===== config.mk =====
export PLATFORM = sky130hd
export DESIGN_NAME = rbuf_lanes
export DESIGN_NICKNAME = d
export VERILOG_FILES = /design/src/rtl/rbuf_lanes.sv
export SDC_FILE = /design/constraint.sdc
export NUM_CORES = 1
export LEC_CHECK = 0
export ABC_CLOCK_PERIOD_IN_PS = 3650
export BUFFER_PORTS_ARGS = -buffer_cell sky130_fd_sc_hd__buf_2
export CAP_MARGIN = 20
export CORE_ASPECT_RATIO = 0.75
export CORE_MARGIN = 5
export CORE_UTILIZATION = 55
export DETAILED_ROUTE_END_ITERATION = 8
export PLACE_DENSITY = 0.73
export SLEW_MARGIN = 20
export SYNTH_ARGS = -nofsm -noshare
export SYNTH_HDL_FRONTEND = slang
export SYNTH_SLANG_ARGS = --single-unit
export TNS_END_PERCENT = 1

===== constraint.sdc =====
create_clock -name clk -period 3.65 [get_ports clk]
set_clock_uncertainty 0.05 [all_clocks]
set_input_delay 0.5475 -clock clk [delete_from_list [all_inputs] [get_ports clk]]
set_output_delay 0.5475 -clock clk [all_outputs]
set_load 0.03 [all_outputs]

===== src/rtl/rbuf_lanes.sv =====
// rbuf_lanes
// ----------
// Multi-lane activation ring buffer. LANES parallel lanes of WORDLEN-bit
// words share one write pointer, one read pointer and one occupancy
// counter. It reports full/empty/count status and sticky overflow and
// underflow flags, and accepts a synchronous flush. With SKEW=1, lane k's
// read data leaves k cycles after lane 0's, so rows can feed the west edge
// of a systolic array directly.
//
// Ports
//   clk     rising-edge clock
//   rstn    asynchronous active-low reset
//   clr     synchronous flush (wins over read/write)
//   write   push request, din sampled when accepted
//   read    pop request
//   din     write data, lane k at [k*WORDLEN +: WORDLEN]
//   dout    read data, same lane packing; each lane holds its last valid word
//   dvalid  per-lane valid strobe for dout
//   full    count == BUFSIZE (registered)
//   empty   count == 0 (registered)
//   count   current occupancy (registered)
//   ovf     sticky: a write was dropped
//   udf     sticky: a read hit an empty buffer
module rbuf_lanes #(
  parameter int WORDLEN = 8,
  parameter int BUFSIZE = 16,
  parameter int LANES   = 4,
  parameter int SKEW    = 1
) (
  input  logic                       clk,
  input  logic                       rstn,
  input  logic                       clr,
  input  logic                       write,
  input  logic                       read,
  input  logic [LANES*WORDLEN-1:0]   din,
  output logic [LANES*WORDLEN-1:0]   dout,
  output logic [LANES-1:0]           dvalid,
  output logic                       full,
  output logic                       empty,
  output logic [$clog2(BUFSIZE):0]   count,
  output logic                       ovf,
  output logic                       udf
);

  localparam int PW = $clog2(BUFSIZE);
  localparam int CW = PW + 1;

  logic [PW-1:0] wptr_r;
  logic [PW-1:0] rptr_r;
  logic [CW-1:0] count_r;
  logic [CW-1:0] count_nxt_s;
  logic          full_r;
  logic          empty_r;
  logic          ovf_r;
  logic          udf_r;
  logic          rd_ok_s;
  logic          wr_ok_s;

  // Accept decisions and next occupancy; a full buffer takes a write only
  // when a read frees a slot in the same cycle.
  always_comb begin
    rd_ok_s     = read && !empty_r;
    wr_ok_s     = write && (!full_r || rd_ok_s);
    count_nxt_s = count_r;
    if (wr_ok_s && !rd_ok_s) begin
      count_nxt_s = count_r + CW'(1);
    end else if (rd_ok_s && !wr_ok_s) begin
      count_nxt_s = count_r - CW'(1);
    end else begin
      count_nxt_s = count_r;
    end
  end

  // Shared pointers, occupancy, status and sticky error flags.
  always_ff @(posedge clk or negedge rstn) begin
    if (!rstn) begin
      wptr_r  <= '0;
      rptr_r  <= '0;
      count_r <= '0;
      full_r  <= 1'b0;
      empty_r <= 1'b1;
      ovf_r   <= 1'b0;
      udf_r   <= 1'b0;
    end else if (clr) begin
      wptr_r  <= '0;
      rptr_r  <= '0;
      count_r <= '0;
      full_r  <= 1'b0;
      empty_r <= 1'b1;
      ovf_r   <= 1'b0;
      udf_r   <= 1'b0;
    end else begin
      if (wr_ok_s) begin
        wptr_r <= wptr_r + PW'(1);
      end
      if (rd_ok_s) begin
        rptr_r <= rptr_r + PW'(1);
      end
      count_r <= count_nxt_s;
      full_r  <= (count_nxt_s == CW'(BUFSIZE));
      empty_r <= (count_nxt_s == CW'(0));
      ovf_r   <= ovf_r | (write & ~wr_ok_s);
      udf_r   <= udf_r | (read & empty_r);
    end
  end

  assign full  = full_r;
  assign empty = empty_r;
  assign count = count_r;
  assign ovf   = ovf_r;
  assign udf   = udf_r;

  for (genvar k = 0; k < LANES; k++) begin : g_lane
    logic [WORDLEN-1:0] mem_r [BUFSIZE];
    logic [WORDLEN-1:0] rd_data_s;
    logic               tap_vld_s;
    logic [WORDLEN-1:0] tap_data_s;
    logic [WORDLEN-1:0] dout_r;
    logic               dvalid_r;

    // Lane storage; contents survive a flush, only the pointers move.
    always_ff @(posedge clk) begin
      if (wr_ok_s && !clr) begin
        mem_r[wptr_r] <= din[k*WORDLEN +: WORDLEN];
      end
    end

    assign rd_data_s = mem_r[rptr_r];

    if (SKEW != 0 && k > 0) begin : g_skew
      logic [k-1:0]       vld_r;
      logic [WORDLEN-1:0] dat_r [k];

      // k-deep delay line ahead of the output register; a flush kills
      // every in-flight valid at the same edge.
      always_ff @(posedge clk or negedge rstn) begin
        if (!rstn) begin
          vld_r <= '0;
          for (int j = 0; j < k; j++) begin
            dat_r[j] <= '0;
          end
        end else if (clr) begin
          vld_r <= '0;
        end else begin
          vld_r[0] <= rd_ok_s;
          dat_r[0] <= rd_data_s;
          for (int j = 1; j < k; j++) begin
            vld_r[j] <= vld_r[j-1];
            dat_r[j] <= dat_r[j-1];
          end
        end
      end

      assign tap_vld_s  = vld_r[k-1];
      assign tap_data_s = dat_r[k-1];
    end else begin : g_direct
      assign tap_vld_s  = rd_ok_s;
      assign tap_data_s = rd_data_s;
    end

    // Output register: data only updates on a valid, so each lane holds
    // its last word between bursts and across a flush.
    always_ff @(posedge clk or negedge rstn) begin
      if (!rstn) begin
        dout_r   <= '0;
        dvalid_r <= 1'b0;
      end else if (clr) begin
        dvalid_r <= 1'b0;
      end else begin
        dvalid_r <= tap_vld_s;
        if (tap_vld_s) begin
          dout_r <= tap_data_s;
        end
      end
    end

    assign dout[k*WORDLEN +: WORDLEN] = dout_r;
    assign dvalid[k]                  = dvalid_r;
  end

endmodule


==> impl_results.md <==
* Total grt overflow at 0
* Setup slack, reg-to-reg at 1010 ps
* #FFs+latches synth at 613
* Comb power frac at 12.6%
* Setup violations, final at 0
* Netlist cell types at 38
* WL/cell at around 26 um
* Clk sinks at 613
* Setup CP Type: register to register
* Clk buf depth at 3
* Vias at roughly 11000
* Pwr/cell area at 606.1 mW/mm^2
* Top cell type's share of synthesized area at 65.72%
* FF-to-FF path depth at 5
* Post-route cell area at 0.02657 mm^2
* RSZ-0062 raised after global routing: false
* Die ar. at 0.04680 mm^2
* Starting Density at 55.64%
* Clock-pin slew on the worst setup and hold paths at approximately 60 ps
* Max-Cap Viols at 0
* Placer Congestion at 0.8119
* DRC at 0
* Ys Warns at 0
* FFs w/ async S/R, synth at 16.48%
* Post-Synthesis Mean Instance Area at ~21 um^2
* Status: finished, final reports clean
* RR Startpoint: rptr_r[0]$_DFFE_PN0P_
* Post-CTS Setup Bufs at 0
* Reg2reg end: g_lane[2].g_skew.dat_r[11]$_DFFE_PN0N_
* CP Capture Type: register
* Startpoint types: register
* P_leak at 0.008903 uW
* Vias in the first global route at 11118
* Initial antenna violation count at 0
* Total CTS buffers at 56
* Detailed placer's ending HPWL at about 32 mm
* Count of input and output buffers at 81
* Slew margin rel. at between 30% and 40%
* Cells after Synth at 1125
* Slew Limit Fails at 0
* Synthesized Nets at between 1000 and 1500
* DRT Pass-1 Iters at 5
* Achievable clock frequency at 0.3790 GHz
* NetSw at 3900 uW
* Core area at around 0.042 mm^2
* Tcrit/Tclk final at 72.29%
* GRT Util Overall at 21.28%
* HP Start: clr
* Clock latency at the later pin of the worst-skew pair at 590 ps
* Hold EP: rptr_r[3]$_DFFE_PN0P_
* Internal at 12210 uW
* Sw frac at between 20% and 30%
* First-pass GRT wire length at 73.58 mm
* Dominant cells by area after synthesis: edfxtp_1 66%, mux4_2 12%, dfrtp_1 11%, mux2_2 3.6%, mux2i_1 0.90%
* Clock share of power at 36.8%
* H-tree depth at 2
* Fin nets at 1287
* Iter 0 DRT Violations at 1316
* Top cell type by total area after synthesis: edfxtp_1
* Die H at 188.6 um
* Cells on Worst Hold Path at 2
* Main synth FF type: edfxtp_1
* Hold-fix buffers, CTS at 1
* Area delta synth->final at 13.59%
* Die W at 248.2 um
* Post-Syn Area at about 0.023 mm^2
* # IOs at 82
* Max FO, Critical Path at 21
* Final hold vios at 0
* Antenna cells at 0
* Sequential share of power at 50.6%
* FP Rows at between 60 and 70
* CTS tree: built
* Routed vias/inst at ~6.0
* Fin util at 63.20%
* Dpl cell area at 0.02469 mm^2
* Share of cells above drive strength 1 at 33.31%
* Required time of the critical path at 4030 ps
* Root Buffer: clkbuf_16
* Hold crit path type: primary input to register
* Final ANT Viol Nets at 0
* Post-synth EDFFs at between 500 and 600
* Crit path DAT at between 3000 and 4000 ps
* Fin crit period at ~2600 ps
* Largest net degree at the start of global routing at 73
* Seq/Total Area, Yosys at 76.53%
* Peak supply drop at 373.5 uV
* Post-CTS sizing at 0
* Worst Max-Slew Pin Slew at 982.9 ps
* Final wirelength at between 40 and 50 mm
[cells by family (layout without fill, tap and decap cells)]
group | after synthesis | count (layout) | synth area share (%)
muxes | 223 | 223 | 16.78
DFF | 613 | 613 | 76.53
AOI/OAI and AO/OA | 81 | 81 | 2.145
xor gates and xnor gates | 11 | 11 | 0.4118
and+or+nand+nor | 104 | 104 | 1.979
adders and majority gates | 7 | 7 | 0.3744
buffers and inverters | 86 | 252 | 1.781
[worst max-delay path: stages, from the launching register on]
cell     delay [ps]
dfrtp_4         730
buf_4           440
mux4_2          610
mux2_2          340
o22ai_1         190
a21oi_1          90
[layout make-up]
type / count / area (um^2)
flip-flops and latches: 613 / 17910
fillers: 2834 / 15470
multi-input cells: 426 / 5191
clock buffers: 81 / 1597
repair buffers: 122 / 793.3
well taps: 569 / 711.9
clock inverters: 25 / 279.0
inverters: 24 / 90.09
[stage by stage]
stage	total power [uW]	cells	TNS [ps]	worst slack [ps]	hold WS (ps)
2_1_floorplan	9617	1125	-51140	-533.1	201.9
3_3_place_gp	10290	1753	0	935.0	414.1
3_5_place_dp	10330	1753	0	886.3	419.9
4_1_cts	16230	1860	0	976.7	151.1
5_1_grt	16730	1860	0	848.3	168.2
6_report	16110	1860	0	1011	172.4
[sequential cells by signal, indices dropped and copies added (netlist names)]
name and flops:
g_lane.mem_r 512, g_lane.dout_r 32, g_lane.g_skew.dat_r 32, g_lane.tap_data_s 16, count 5, rptr_r 4, wptr_r 4, g_lane.dvalid_r 2
g_lane.g_skew.vld_r 2, empty 1, full 1, ovf 1, udf 1
[synthesized netlist by cell type, drive strengths merged (2+ instances only)]
master  count
xnor2       5
inv        23
a21oi      19
o21ai      18
nand4       3
xor2        6
edfxtp    512
o41ai       2
nor2b      10
dfrtp     100
nor3        4
a211oi      6
nand2b      4
mux2i      21
and2        2
nand2      41
a31oi       3
nor2       34
o22ai      24
o221ai      8
buf        38
clkbuf     24
ha          7
mux2       74
mux4      128
[per-layer routing]
layer | global-route usage [%] | share of wire (%)
met1 | 36.56 | 45
met2 | 27.58 | 41
met3 | 6.324 | 12
met4 | 3.352 | 1.2
met5 | 0 | 0
[power by group through the flow]
stage	clock network (uW)	logic (uW)	registers (uW)
2_1_floorplan	0	1060	8550
3_3_place_gp	0	2000	8290
3_5_place_dp	0	2030	8290
4_1_cts	6040	2040	8150
5_1_grt	6360	2180	8190
6_report	5930	2020	8150
[cells in the final DEF (no fill, tap or decap), types with 4 or more instances in the layout]
cell,n
o22ai_1,24
xor2_1,6
buf_12,6
clkinv_2,11
edfxtp_1,512
a211oi_1,6
nor2_1,22
bufinv_16,6
mux4_2,128
buf_2,80
nor2_4,12
clkinv_1,6
dfrtp_1,97
ha_1,7
o221ai_1,8
inv_1,23
mux2_2,74
nand2b_1,4
mux2i_1,21
o21ai_0,18
xnor2_1,5
clkbuf_1,16
a21oi_1,19
clkbuf_16,57
nor2b_1,10
clkbuf_8,8
buf_4,35
nand2_1,41
[worst max path at each step]
stage / end / slack, ps / depth (start not counted) / from
after floorplan: g_lane[0].mem_r[1][0]$_DFFE_PP_ / -530 / 5 / write
after global placement: g_lane[0].mem_r[11][1]$_DFFE_PP_ / 930 / 7 / read
after detailed placement: g_lane[0].mem_r[11][0]$_DFFE_PP_ / 890 / 7 / read
after CTS: g_lane[2].g_skew.dat_r[11]$_DFFE_PN0N_ / 980 / 5 / rptr_r[0]$_DFFE_PN0P_
after global routing: g_lane[2].g_skew.dat_r[14]$_DFFE_PN0N_ / 850 / 5 / rptr_r[0]$_DFFE_PN0P_
final: g_lane[2].g_skew.dat_r[11]$_DFFE_PN0N_ / 1010 / 5 / rptr_r[0]$_DFFE_PN0P_
Power figures use the tool's default switching activity.
